==> src/rtl/wave_store.sv <==
// wave_store: triggered sample-capture ring buffer feeding the LCD waveform renderer.
// Optional macro AUTO_TRIG_EN forces a trigger after AUTO_TIMEOUT armed samples.
module wave_store #(
    parameter int ADDR_W       = 9,
    parameter int DEPTH        = 400,
    parameter int PRE_TRIG     = 200,
    parameter int AUTO_TIMEOUT = 4096
) (
    input  logic              clk,
    input  logic              rst_n,
    input  logic [7:0]        ad_data,
    input  logic              ad_valid,
    input  logic              run,
    input  logic [7:0]        trig_level,
    input  logic              trig_edge,
    input  logic              wave_data_req,
    input  logic [ADDR_W-1:0] wave_addr,
    input  logic              wr_over,
    output logic [7:0]        wave_data,
    output logic              frame_valid,
    output logic              trig_auto
);
    localparam int AW = (DEPTH > 1) ? $clog2(DEPTH) : 1;
    localparam logic [ADDR_W-1:0] LAST     = ADDR_W'(DEPTH - 1);
    localparam logic [ADDR_W-1:0] PRE_N    = ADDR_W'(PRE_TRIG);
    localparam logic [ADDR_W-1:0] PRE_LAST = ADDR_W'(PRE_TRIG - 1);
    localparam logic [ADDR_W-1:0] POST_N   = ADDR_W'(DEPTH - PRE_TRIG);
    localparam logic [ADDR_W:0]   DEP      = (ADDR_W + 1)'(DEPTH);

    typedef enum logic [2:0] {IDLE, PRE, ARM, POST, HOLD} state_t;

    state_t            state;
    logic [7:0]        mem [DEPTH];
    logic [ADDR_W-1:0] wr_ptr, pre_cnt, post_cnt, start_ptr, start_nxt, rd_addr;
    logic [ADDR_W:0]   rd_sum;
    logic [7:0]        prev;
    logic              we, hit, timeout;

`ifdef AUTO_TRIG_EN
    localparam int TO_W = $clog2(AUTO_TIMEOUT + 1);
    logic [TO_W-1:0] to_cnt;
    assign timeout = to_cnt == TO_W'(AUTO_TIMEOUT);
`else
    assign timeout   = 1'b0;
    assign trig_auto = 1'b0;
`endif

    assign we        = ad_valid && (state == PRE || state == ARM || state == POST);
    assign hit       = trig_edge ? (prev < trig_level && ad_data >= trig_level)
                                 : (prev > trig_level && ad_data <= trig_level);
    assign start_nxt = (wr_ptr >= PRE_N) ? wr_ptr - PRE_N : wr_ptr + POST_N;
    // wave_addr may exceed DEPTH, so a full modulo keeps the read inside the ring
    assign rd_sum    = {1'b0, start_ptr} + {1'b0, wave_addr};
    assign rd_addr   = ADDR_W'(rd_sum % DEP);

    always_ff @(posedge clk)
        if (we) mem[wr_ptr[AW-1:0]] <= ad_data;

    always_ff @(posedge clk or negedge rst_n)
        if (!rst_n) wave_data <= '0;
        else if (wave_data_req) wave_data <= mem[rd_addr[AW-1:0]];

    always_ff @(posedge clk or negedge rst_n) begin
        if (!rst_n) begin
            state       <= IDLE;
            wr_ptr      <= '0;
            pre_cnt     <= '0;
            post_cnt    <= '0;
            start_ptr   <= '0;
            prev        <= '0;
            frame_valid <= 1'b0;
`ifdef AUTO_TRIG_EN
            to_cnt      <= '0;
            trig_auto   <= 1'b0;
`endif
        end else begin
            if (we) begin
                wr_ptr <= (wr_ptr == LAST) ? '0 : wr_ptr + 1'b1;
                prev   <= ad_data;
            end
            case (state)
                IDLE: if (run) begin
                    state   <= PRE;
                    pre_cnt <= '0;
                end
                PRE: if (ad_valid) begin
                    pre_cnt <= pre_cnt + 1'b1;
                    if (pre_cnt == PRE_LAST) begin
                        state <= ARM;
`ifdef AUTO_TRIG_EN
                        to_cnt <= '0;
`endif
                    end
                end
                ARM: if (ad_valid) begin
                    // the current sample is the trigger sample and counts as the first post write
                    if (hit || timeout) begin
                        start_ptr   <= start_nxt;
                        post_cnt    <= ADDR_W'(1);
                        state       <= (DEPTH - PRE_TRIG == 1) ? HOLD : POST;
                        frame_valid <= (DEPTH - PRE_TRIG == 1);
`ifdef AUTO_TRIG_EN
                        trig_auto   <= !hit;
                    end else begin
                        to_cnt      <= to_cnt + 1'b1;
`endif
                    end
                end
                POST: if (ad_valid) begin
                    post_cnt <= post_cnt + 1'b1;
                    if (post_cnt + 1'b1 == POST_N) begin
                        state       <= HOLD;
                        frame_valid <= 1'b1;
                    end
                end
                HOLD: if (wr_over) begin
                    frame_valid <= 1'b0;
                    pre_cnt     <= '0;
                    state       <= run ? PRE : IDLE;
                end
                default: state <= IDLE;
            endcase
        end
    end
endmodule

==> config.mk <==
export PLATFORM = sky130hd
export DESIGN_NAME = wave_store
export DESIGN_NICKNAME = d
export VERILOG_FILES = /design/src/rtl/wave_store.sv
export SDC_FILE = /design/constraint.sdc
export NUM_CORES = 2
export LEC_CHECK = 0
export CAP_MARGIN = 0
export CELL_PAD_IN_SITES_DETAIL_PLACEMENT = 1
export CELL_PAD_IN_SITES_GLOBAL_PLACEMENT = 2
export CORE_MARGIN = 1
export CORE_UTILIZATION = 58
export CTS_BUF_LIST = sky130_fd_sc_hd__clkbuf_8
export CTS_CLUSTER_DIAMETER = 150
export DETAILED_ROUTE_END_ITERATION = 16
export PLACE_DENSITY = 0.88
export SYNTH_ARGS = -nofsm -noshare
export SYNTH_HDL_FRONTEND = slang
export SYNTH_SLANG_ARGS = --single-unit
==> constraint.sdc <==
create_clock -name clk -period 11 [get_ports clk]
set_clock_uncertainty 0.05 [all_clocks]
set_input_delay 2.2 -clock clk [delete_from_list [all_inputs] [get_ports clk]]
set_output_delay 2.2 -clock clk [all_outputs]
set_load 0.05 [all_outputs]
# [Word-level counts from Yosys, hierarchy flattened]
# Memory sizes are Yosys's and may differ from the RTL's. A register that Yosys moved wholly into a read port is not among the register bits.
# Index checks and enable logic that the tools add are counted.
[word_totals] regBits=48 ram_bits=3200 input_bits=32 output_inout_bits=10 memories=1
[classes] n_addsub=6 n_div=1 order_cmp=5 n_eq_ne=15 n_mux=29 n_reduce_logical=15
[mem_list] memory="mem" depth=400 width=8 rd=1 rd_clocked_by_memory_dff=1 wr=1 line="33" rtl="logic [7:0] mem [DEPTH];"
[ops] cell="$mux 9" n=8
[ops] cell="$add 9x1->9 const B" n=3
[ops] cell="$pmux 9 s3" n=1
[ops] cell="$mux 3" n=8
[ops] cell="$eq 9x8->1 const B" n=2
[ops] cell="$pmux 9 s2" n=1
[ops] cell="$pmux 3 s5" n=1
[ops] cell="$ne 2x2->1 const B" n=6
[ops] cell="$add 9x9->10" n=1
[ops] cell="$mod 10x9->10 const B" n=1
[ops] cell="$add 9x8->9 const B" n=1
[ops] cell="$eq 9x9->1 const B" n=1
[ops] cell="$ge 9x8->1 const B" n=1
[ops] cell="$mux 1" n=9
[ops] cell="$sub 9x8->9 const B" n=1
[ops] cell="$ge 8x8->1" n=1
[ops] cell="$gt 8x8->1" n=1
[ops] cell="$le 8x8->1" n=1
[ops] cell="$lt 8x8->1" n=1
[ops] cell="$reduce_and 4->1" n=2
[ops] cell="$reduce_and 8->1" n=1
[ops] cell="$eq 3x2->1 const B" n=2
[ops] cell="$reduce_and 6->1" n=1
[ops] cell="$reduce_bool 3->1" n=2
[ops] cell="other kinds (10)" n=14

# [Logic depth before layout (Yosys ltp)]
[logic_depth] depth_word=6 ltp_mapped=17 mapped_depth_nobuf=14

# [Worst setup path after synthesis]
# No wires, ideal clock.
[synth_timing] path_type="input -> register" start="input wave_addr[0]" end="register wave_data[1] (read register of mem)" setup_ns=0.141 arrival_time_ns=5.642 setup_slack_ns=5.166 path_stages=13 path_cell_list="ha_1 > inv_1 > fa_1 > clkbuf_1 > clkbuf_1 > clkbuf_1 > clkbuf_1 > clkbuf_1 > mux4_2 > mux4_2 > a32oi_1 > o32a_1 > o2111ai_1"
[synth_between] elab_chain_len=2
[synth_lines] item="start: declaration" line="17" rtl="input logic [ADDR_W-1:0] wave_addr,"
[synth_lines] item="$add 9x9->10" line="53" rtl="assign rd_sum = {1'b0, start_ptr} + {1'b0, wave_addr};"
[synth_lines] item="$mod 10x9->10" line="54" rtl="assign rd_addr = ADDR_W'(rd_sum % DEP);"
[synth_lines] item="end: declaration" line="19" rtl="output logic [7:0] wave_data,"
# Every way passes these cells.
# A chain may end at the register's enable or synchronous reset.

# [Final worst setup path]
[layout_timing] start="input wave_addr[6]" end="register wave_data[6] (read register of mem)"
# Same word-level chain as after synthesis.

==> impl_metrics.toml <==
[outcome]
status = "finished clean"

[global_routing]
groute.usage.overall = 0.320
antenna_found_initial = 12
grt_pass1_wl_um = 499000
grt_start_max_net_pins = 206
overflow = 0
grt_pass1_vias = 67000

[die]
die_h_um = 471
rows = 171
io_pins = 42
core_um2 = 218000
dieArea_um2 = 222000
die_x_um = 471
initial_core_util = 0.586

[timing]
hold_viol = 0
timing.fmax_ghz = 0.139
rsz0062_at_grt = "no"
setup_tns_ns = 0
setup_viol = 0
max_slew_margin = 0.113
fin_crit_ns = 7.20
post-route-period-util = 0.654
worst_pin_slew_ns = 1.33
slew_violations = 0
fin_ws_ns = 3.80

[pwr]
cellLeakagePower_nw = 44.4
irDropWorstVdd_v = 0.000184
powerDensity_nw_per_um2 = 188

[synthesis]
synth_edf_count = 3200
postSynthCellCount = 5727
yosysWarnings = 0
avgSynthCellArea_um2 = 22.3
netlist_area_um2 = 128000
syn_nets = 5793
netlist_top_cells_area = "edfxtp_1 (75%), mux4_2 (17%), nor2_1 (1.4%)"
synth_top_area_cell = "edfxtp_1"
synthArstFlopShare = 0.0172
synth-seq-cells = 3256
yosysUniqueCellTypes = 80
synth_top_flop_cell = "edfxtp_1"
netlist.area_leader.share = 0.753
seq_area_frac_synth = 0.764

[setup_path]
path_cells = "clkdlybuf4s50_1 > ha_1 > a211o_1 > a211o_1 > a211oi_2 > nand3_1 > and4_1 > a211oi_2 > nand2_4 > buf_4 > mux2_2 > o311ai_0 > o211ai_1 > o2111a_1"
critPathArrivalTime_ns = 8.14
critPathRequiredTime_ns = 11.94
path_class = "primary input to flip-flop"
reg2reg_depth = 13
cpMaxStageDelayCell = "nand2_4"
worstSetupStartpointType = "primary input"
slowest_delay_ns = 0.66
path_max_fanout = 48
end_kind = "flip-flop"

[routing]
vias_per_cell = 6.87
finalWirelength_um = 349000
first_pass_iters = 6
dr.first_iter.drc_count = 8839
vias = 63900
routedWlPerCell_um = 37.6
drc = 0
drt.antenna.violating_nets = 0

[clock_tree]
cts.repair.resized = 0
postCtsSetupBuffers = 0
cts_inserted_buffers = 534
cts_sinks = 3256
clock_insertion_delay_worst_skew_ns = 1.08
cts.clk_slew.worst_paths_ns = 0.06
cts_buffer_depth = 4
postCtsHoldBufs = 0
cts_tree = "yes"
cts_root_buf = "clkbuf_8"
htree_levels = 6

[flow_run]
drv_cap = 0

[layout]
finalNetCount = 6134
drive_gt1_frac = 0.281
syn_to_final_growth_pct = 10.4

[place]
dpl_worst_slack_ns = 3.00
io_buffers = 40
gp_congestion = 0.824
dpl.hpwl_um = 196000

[worst_hold_path]
hold_class = "flip-flop to flip-flop"
holdPathStages = 1
final timing paths:
path | start | slack (ns) | end
worst min-delay path | pre_cnt[8] | 0.43 | pre_cnt[8]
max in group asynchronous | rst_n | 9.00 | wave_data[3]
worst max register to register | start_ptr[6] | 4.97 | wave_data[6]
worst min register to register | pre_cnt[8] | 0.43 | pre_cnt[8]
worst max-delay path | wave_addr[6] | 3.80 | wave_data[6]
min in group asynchronous | rst_n | 1.29 | pre_cnt[1]
layout make-up:
class,instances,area (um^2)
multi-input cells,2117,28900
repair buffers,134,1420
clock inverters,339,1700
diodes,8,20.0
inverters,25,93.8
well taps,2854,3570
fillers,17200,76900
clock buffers,560,7710
flip-flops and latches,3256,97500
layout by cell type, fill, tap and decap left out, types with 40 or more instances in the layout:
cell      instances
clkbuf_8        560
clkinv_2         40
clkinv_1        109
buf_4            72
mux4_2          988
dfrtp_1          56
edfxtp_1       3200
nor2_1          459
mux2i_1          75
nand3_1          44
nand2_1         130
inv_1           177
cells by family after synthesis:
| logic type | after synthesis | share of synthesized area |
|---|---|---|
| flops | 3256 | 0.764 |
| mux | 1091 | 0.183 |
| simple gates | 764 | 0.0252 |
| fa+ha+maj | 34 | 0.00339 |
| buf+inv | 354 | 0.0116 |
| compound gates | 204 | 0.0113 |
| xor+xnor | 23 | 0.00158 |
| other cells | 1 | 0.0000294 |
sequential cells by signal, summed over array words and instances (netlist names):
signal and cells:
wave_data 8, frame_valid 1, post_cnt 9, start_ptr 9
wr_ptr 9, mem 3200, prev 8, pre_cnt 9
state 3
metal layers:
| layer | vias to the layer above | GRT usage | wire [um] |
|---|---|---|---|
| met2 | 4230 | 0.509 | 172000 |
| met1 | 34000 | 0.431 | 127000 |
| met5 | - | 0.000649 | 40 |
| li1 | 24800 | - | - |
| met4 | 6 | 0.152 | 17200 |
| met3 | 841 | 0.0641 | 33300 |
where the power goes:
| group | internal (mW) | switching [mW] | leakage, nW |
|---|---|---|---|
| combinational | 0.900 | 1.87 | 9.54 |
| sequential | 13.7 | 0.0924 | 29.5 |
| clock | 4.93 | 4.89 | 5.36 |
critical path: cells and delay by family:
| kind | cells | cell delay, ns |
|---|---|---|
| simple gates | 3 | 1.23 |
| mux | 1 | 0.32 |
| compound gates | 7 | 2.92 |
| fa+ha+maj | 1 | 0.42 |
| buf+inv | 2 | 0.91 |
stage by stage:
step / hold slack [ns] / instances / util / instance area [um^2] / total power, mW
5_1_grt: 0.451 / 9287 / 0.647 / 141000 / 26.9
4_1_cts: 0.433 / 9285 / 0.647 / 141000 / 26.5
6_report: 0.435 / 9293 / 0.647 / 141000 / 26.4
2_1_floorplan: 0.386 / 5727 / - / 128000 / 15.5
3_3_place_gp: 0.415 / 8386 / 0.603 / 131000 / 16.7
3_5_place_dp: 0.419 / 8386 / 0.603 / 131000 / 16.8
synthesized netlist by cell type, types with 5 or more instances:
library cell	count
clkbuf_1	195
buf_2	61
o21a_1	6
nand2_1	147
mux2_2	27
nor2b_1	19
o21ai_1	5
o211ai_1	7
nand4_1	14
a31oi_1	8
o31ai_1	8
buf_4	15
dfrtp_1	56
nor2_1	461
nand2b_1	12
xnor2_1	14
xor2_1	9
inv_1	23
a22oi_1	5
a211oi_1	19
and3_1	14
ha_1	33
nor3_1	13
o21ai_0	38
a211o_1	8
mux4_2	988
buf_1	56
a21o_1	8
a21oi_1	39
mux2i_1	75
and2_1	10
nand3_1	44
nor4_1	9
edfxtp_1	3200
Power figures use the tool's default switching activity.
